--- config.mk ---
export PLATFORM = sky130hd
export DESIGN_NAME = lbist_tpg_flat
export DESIGN_NICKNAME = d
export VERILOG_FILES = /design/src/rtl/lbist_tpg_pkg.sv /design/src/rtl/lbist_tpg_if.sv /design/src/rtl/lbist_lfsr.sv /design/src/rtl/lbist_tpg.sv /design/src/flat_wrapper.sv
export SDC_FILE = /design/constraint.sdc
export NUM_CORES = 1
export LEC_CHECK = 0
export CORE_AREA = 2 2 124 114
export CTS_CLUSTER_DIAMETER = 30
export DETAILED_ROUTE_END_ITERATION = 16
export DIE_AREA = 0 0 126 116
export HOLD_SLACK_MARGIN = 0.02
export PLACE_DENSITY = 0.69
export SYNTH_ARGS = -nofsm -noshare
export SYNTH_HDL_FRONTEND = slang
export SYNTH_SLANG_ARGS = --single-unit
export TNS_END_PERCENT = 20
--- constraint.sdc ---
create_clock -name clk -period 1.6 [get_ports clk]
set_input_delay 0.16 -clock clk [delete_from_list [all_inputs] [get_ports clk]]
set_output_delay 0.16 -clock clk [all_outputs]
set_load 0.1 [all_outputs]
--- src/rtl/lbist_tpg_pkg.sv ---
// Shared constants and phase-shifter tap formula for the LBIST pattern generator.
// The bench model reuses phase_shift().
package lbist_pkg;

    localparam int unsigned DOUT_W = 267;
    localparam int unsigned LFSR_W = 32;
    localparam int unsigned S_IW   = $clog2(LFSR_W);
    localparam int unsigned D_IW   = $clog2(DOUT_W);
    localparam logic [LFSR_W-1:0] POLY = 32'h8020_0003;
    localparam logic [LFSR_W-1:0] SEED = 32'h0000_0001;

    // Three taps per output; for LFSR_W=32 they are always distinct, so no tap cancels.
    function automatic logic [DOUT_W-1:0] phase_shift(input logic [LFSR_W-1:0] s);
        logic [DOUT_W-1:0] d;
        logic [S_IW-1:0]   a;
        logic [S_IW-1:0]   b;
        logic [S_IW-1:0]   c;
        d = '0;
        for (int unsigned i = 0; i < DOUT_W; i++) begin
            a = S_IW'(i % LFSR_W);
            b = S_IW'((7 * i + 3) % LFSR_W);
            c = S_IW'((11 * i + 5) % LFSR_W);
            d[D_IW'(i)] = s[a] ^ s[b] ^ s[c];
        end
        return d;
    endfunction

endpackage

--- src/rtl/lbist_tpg_if.sv ---
// Pattern-generator control/data bundle: enable in, pseudo-random pattern out.
interface lbist_tpg_if;
    import lbist_pkg::*;

    logic              en;
    logic [DOUT_W-1:0] dout;

    modport master (output en, input dout);
    modport slave  (input en, output dout);

endinterface

--- src/rtl/lbist_lfsr.sv ---
// 32-bit Galois LFSR with enable, async reset to SEED and all-zero lock-up recovery.
module lbist_lfsr
    import lbist_pkg::*;
#(
    parameter int unsigned       W     = LFSR_W,
    parameter logic [W-1:0]      P     = POLY,
    parameter logic [W-1:0]      S0    = SEED
) (
    input  logic         clk,
    input  logic         rst,
    input  logic         en_i,
    output logic [W-1:0] state_o
);

    logic [W-1:0] s_q;
    logic [W-1:0] s_d;

    // Zero state is only reachable through a fault; recover even when disabled.
    always_comb begin
        s_d = s_q;
        if (s_q == '0) begin
            s_d = S0;
        end else if (en_i) begin
            s_d = s_q[0] ? ((s_q >> 1) ^ P) : (s_q >> 1);
        end
    end

    always_ff @(posedge clk or posedge rst) begin
        if (rst) begin
            s_q <= S0;
        end else begin
            s_q <= s_d;
        end
    end

    assign state_o = s_q;

endmodule

--- src/rtl/lbist_tpg.sv ---
// LBIST test-pattern generator: LFSR state expanded by a fixed XOR3 phase shifter.
module lbist_tpg
    import lbist_pkg::*;
(
    input  logic        clk,
    input  logic        rst,
    lbist_tpg_if.slave  bus
);

    logic [LFSR_W-1:0] s;

    lbist_lfsr #(
        .W  (LFSR_W),
        .P  (POLY),
        .S0 (SEED)
    ) u_lfsr (
        .clk     (clk),
        .rst     (rst),
        .en_i    (bus.en),
        .state_o (s)
    );

    for (genvar i = 0; i < DOUT_W; i++) begin : g_ps
        localparam logic [S_IW-1:0] TA = S_IW'(i % LFSR_W);
        localparam logic [S_IW-1:0] TB = S_IW'((7 * i + 3) % LFSR_W);
        localparam logic [S_IW-1:0] TC = S_IW'((11 * i + 5) % LFSR_W);
        assign bus.dout[i] = s[TA] ^ s[TB] ^ s[TC];
    end

endmodule

--- src/flat_wrapper.sv ---
// flat-port wrapper written by rule: the top's interface ports become plain ports
module lbist_tpg_flat import lbist_pkg::*;
  (clk, rst, bus_en, bus_dout);
  lbist_tpg_if bus_i ();
  input  logic clk;
  input  logic rst;
  input wire logic [$bits(bus_i.en)-1:0] bus_en;
  output wire logic [$bits(bus_i.dout)-1:0] bus_dout;
  assign bus_i.en = bus_en;
  assign bus_dout = bus_i.dout;
  lbist_tpg u_core (.clk(clk), .rst(rst), .bus(bus_i));
endmodule
## Word level (Yosys, flattened, before mapping)

Cells that the tools add are included.

| word-level totals | value |
|---|---|
| output and inout port bits | 267 |
| input port bits | 3 |
| logic and storage cells | 71 |
| register bits | 32 |

| operators by class | value |
|---|---|
| reductions and logical operators | 2 |
| muxes and demuxes | 3 |
| bitwise gates (word level) | 65 |

Operator list:

| kind | count |
|---|---|
| 2-to-1 mux 32 bit | 3 |
| bitwise XOR 1 bit | 64 |
| logical NOT 32 bit | 1 |
| NOT 3 -> 4 bit | 1 |
| nonzero test 2 bit | 1 |

## Logic depth before layout (Yosys ltp)

| depth | value |
|---|---|
| depth after elaboration | 4 |
| mapped depth | 6 |
| depth with buffers taken out | 5 |

## Cells and area by module

Synthesis repeated with hierarchy kept, for this count alone.

| unflattened totals | value |
|---|---|
| cells, all modules | 355 |
| area, all modules | 3841.2 um^2 |

Modules (own cells, without submodules):

| module | instances | area each (um^2) | seq. area each (um^2) | cells an instance |
|---|---|---|---|---|
| lbist_tpg | 1 | 2532.4 | 0.0 | 267 |
| lbist_lfsr | 1 | 1308.8 | 802.0 | 88 |

## Least setup slack after synthesis

OpenSTA, ideal clock, no wires.

| path | value |
|---|---|
| path kind | register to output |
| from | register u_core.u_lfsr.s_q[0], in the netlist u_core.u_lfsr.state_o[0] |
| to | output bus_dout[128] |
| data arrival time | 3.178 ns |
| slack | -1.738 ns |
| data required time | 1.440 ns |
| buffers on the path | 2 |
| cell stages (with the launch flop) | 5 |
| cells stage by stage | dfstp_2 -> buf_2 -> xnor2_1 -> xnor2_1 -> buf_4 |

| on the way | value |
|---|---|
| cells in the longest elaborated chain, start to end | 2 |

Ends and longest elaborated chain:

| what | line | source |
|---|---|---|
| start, declared | lbist_lfsr.sv:15 | `logic [W-1:0] s_q;` |
| start signal, assigned | lbist_lfsr.sv:30 | `s_q <= S0;` |
| start signal, assigned | lbist_lfsr.sv:32 | `s_q <= s_d;` |
| bitwise XOR 1 bit (2 in series) | n/a |  |
| end, declared | flat_wrapper.sv:8 | `output wire logic [$bits(bus_i.dout)-1:0] bus_dout;` |

Every way passes these cells.

## Final worst setup path

| path | value |
|---|---|
| from | register u_core.u_lfsr.s_q[0], in the netlist u_core.u_lfsr.state_o[0] |
| to | output bus_dout[91] |

| on the way | value |
|---|---|
| cells in the longest elaborated chain, start to end | 2 |

Ends and longest elaborated chain:

| what | line | source |
|---|---|---|
| bitwise XOR 1 bit (2 in series) | lbist_tpg.sv:27 | `assign bus.dout[i] = s[TA] ^ s[TB] ^ s[TC];` |

Every way passes these cells.

==> summary.md <==
| Metric | Value |
|---|---|
| Clock insertion delay at the later pin of the skew report | 280 ps |
| Final worst clock skew | 3.91 ps |
| IO Port Bufs | 269 |
| Chain of cells forming the critical path | buf_6, xnor2_4, xnor2_4, buf_12, buf_12 |
| Die H | 116 um |
| Most frequent standard cell in the layout excluding fill and tap cells | sky130_fd_sc_hd__buf_12 |
| Area grow syn2layout | 160% |
| Slack of the worst reg-to-reg path | -190 ps |
| Number of setup violations in the final report | 271 |
| Worst hold path type | in2async |
| Maximum number of pins on one net before global-route repair | 36 |
| FF-to-FF path depth | 6 |
| Initial antenna violation count | 0 |
| Global routing usage summed across all routing layers | 17.1% |
| Diode insertion count for antenna repair | 0 |
| Wire length of the first global-routing pass | 19500 um |
| Largest cells by area after synthesis | sky130_fd_sc_hd__buf_4 (46%), sky130_fd_sc_hd__dfrtp_1 (20%), sky130_fd_sc_hd__xnor2_1 (15%) |
| Core Box Area | 13200 um2 |
| Routed wire length per instance | 19.5 um |
| Dpl hpwl | 9180 um |
| Starting density of the core | 29.6% |
| Flip-flop count of the largest register after layout | 32 |
| Violations in the final reports | setup timing |
| Slowest stage delay, CP | 590 ps |
| Max-Cap Viols | 0 |
| Crit share post-route | 115% |
| Cell area after placement | 9200 um2 |
| Net count after synthesis | 423 |
| Die Span X | 126 um |
| Overall via count from detail_route | 2946 |
| Total count of max-transition violations in the final report | 0 |
| Crit path setup slack, layout | -239 ps |
| Slew margin rel. | 72.3% |
| Buffering stage count on the worst path with inverters included | 3 |
| Clock buffers created by TritonCTS | 5 |
| Post-detailed-route count of antenna-violating nets | 0 |
| Library cell used as clock root buffer | sky130_fd_sc_hd__clkbuf_16 |
| Maximum achievable frequency | 544 MHz |
| Final cell area excluding filler cells | 10200 um2 |
| Longest Clk Path Bufs | 2 |
| Slowest cell on the critical path | sky130_fd_sc_hd__dfstp_2 |
| Sort of element at the start of the critical path | flip-flop |
| Largest area contributor in the synthesized netlist | sky130_fd_sc_hd__buf_4 |
| Arrival time reported for the critical path endpoint | 1680 ps |
| Setup repair after global routing missed its margin | true |
| Boundary Pins | 270 |
| Avg Cell Area, Syn | 9.33 um2 |
| Number of distinct library cells after synthesis | 21 |
| Critical-path maximum fanout | 8 |
| # H-tree levels | 2 |
| Residual overflow from global routing | 0 |
| CP Class | reg2out |
| Synth Cell Area | 3910 um2 |
| Hold violation count in the final report | 0 |
| Worst hold margin | 289 ps |
| Count of standard-cell rows | 40 |
| CTS tree | yes |
| Final Wtd Congestion | 0.778 |
| Fillcell total | 677 |
| Clock Sinks | 32 |
| Endpoint of the worst register-to-register path | u_core.u_lfsr.state_o[0] |
| Start of the worst register-to-register path | u_core.u_lfsr.state_o[0] |
| Area enclosed by the die boundary | 14600 um2 |
| Sequential cell area fraction in the yosys report | 20.5% |
| Critical path's top delay family | flip-flops |
| Clock-pin slew on the worst setup and hold paths | 50 ps |
| Drc violations | 0 |
| Run status | finished with violations |
| Share of the synthesized area in the top cell type | 45.5% |
| Worst slack after detailed placement | -115 ps |
| Yosys warns | 0 |
| Commonest non-fill, non-tap cells in the layout | sky130_fd_sc_hd__buf_12 (280), sky130_fd_sc_hd__buf_4 (59), sky130_fd_sc_hd__xnor2_4 (44) |
| Via density | 4.18 |
| Via count of the first global-routing pass | 3095 |
| Final nets | 540 |
| Fraction of layout cells with a size suffix above 1 | 94.0% |
| Actual slew at the worst max-slew pin | 415 ps |
| WP data required | 1440 ps |
| Violation count after the first detailed-routing iteration | 114 |
| Number of cells produced by synthesis | 419 |
| Routed wire length | 13700 um |
| Number of iterations in the first detailed-routing pass | 4 |
| Min cycle time layout | 1840 ps |
| Number of flip-flops and latches in the synthesized netlist | 32 |
| Endpoint type of the worst setup path | primary output |
area by class of cell:
| type | instances | area, um2 | share of cell area, % |
|---|---|---|---|
| Timing Repair Buffer | 381 | 6940 | 68.2 |
| Sequential cell | 32 | 835 | 8.20 |
| Inverter | 3 | 11.3 | 0.111 |
| Clock inverter | 1 | 30.0 | 0.295 |
| Clock buffer | 7 | 153 | 1.50 |
| Multi-Input combinational cell | 113 | 2000 | 19.6 |
| Tap cell | 168 | 210 | 2.06 |
cells by family after synthesis:
logic type | synth area share, %
AOI/OAI and AO/OA | 0.832
xor gates and xnor gates | 14.8
adders and majority gates | 0.320
buffers and inverters | 51.2
DFF | 20.5
muxes | 8.32
and+or+nand+nor | 3.97
Yosys cell counts:
| cell type | instances |
|---|---|
| sky130_fd_sc_hd__buf_4 | 237 |
| sky130_fd_sc_hd__xnor2_1 | 66 |
| sky130_fd_sc_hd__dfrtp_1 | 31 |
| sky130_fd_sc_hd__mux2_2 | 28 |
| sky130_fd_sc_hd__buf_2 | 25 |
| sky130_fd_sc_hd__buf_6 | 7 |
| sky130_fd_sc_hd__inv_1 | 3 |
| sky130_fd_sc_hd__nor2_1 | 3 |
| sky130_fd_sc_hd__nor4_2 | 3 |
| sky130_fd_sc_hd__nor4_4 | 3 |
| sky130_fd_sc_hd__a221oi_1 | 2 |
| sky130_fd_sc_hd__and4_4 | 2 |
| sky130_fd_sc_hd__a21oi_1 | 1 |
| sky130_fd_sc_hd__a221o_1 | 1 |
| sky130_fd_sc_hd__clkbuf_1 | 1 |
| sky130_fd_sc_hd__clkbuf_2 | 1 |
| sky130_fd_sc_hd__dfstp_2 | 1 |
| sky130_fd_sc_hd__ha_1 | 1 |
| sky130_fd_sc_hd__mux2i_1 | 1 |
| sky130_fd_sc_hd__nor3_1 | 1 |
| sky130_fd_sc_hd__nor4b_2 | 1 |
tightest hold or removal path: cells and delay by family:
family | cells | cell delay, ps
buffers and inverters | 3 | 830
worst max-delay path by stage:
stage,from,end,slack [ps],depth (start not counted)
4_1_cts,u_core.u_lfsr.state_o[0],bus_dout[219],-210,5
5_1_grt,u_core.u_lfsr.state_o[0],bus_dout[91],-260,5
6_report,u_core.u_lfsr.state_o[0],bus_dout[91],-240,5
3_5_place_dp,u_core.u_lfsr.state_o[0],bus_dout[64],-120,3
3_3_place_gp,u_core.u_lfsr.state_o[2],bus_dout[66],-110,3
2_1_floorplan,u_core.u_lfsr.state_o[0],bus_dout[128],-450,4
routing by layer:
metal | vias to the layer above | routed length, um | GRT usage, %
li1 | 1296 | - | -
met1 | 1450 | 4610 | 18.9
met2 | 181 | 7820 | 33.0
met3 | 19 | 1030 | 4.25
met4 | 0 | 257 | 4.03
met5 | - | 0 | 0
what timing repair did:
action,in CTS,in global routing
resized for setup,61,30
cloned,3,3
setup buffers,16,8
hold buffers,0,0
pin swaps,18,14
setup endpoints to repair,271,271
through the flow:
stage / util, % / TNS (ps) / std cells
2_1_floorplan: - / -91330 / 419
3_3_place_gp: 69.6 / -4190 / 675
3_5_place_dp: 69.6 / -5480 / 675
4_1_cts: 75.0 / -42310 / 698
5_1_grt: 77.0 / -56570 / 705
6_report: 77.0 / -45350 / 705
Power is left out: the tool's default activity adds up to more than one toggle a clock period on the data nets, which glitch-free logic cannot reach.
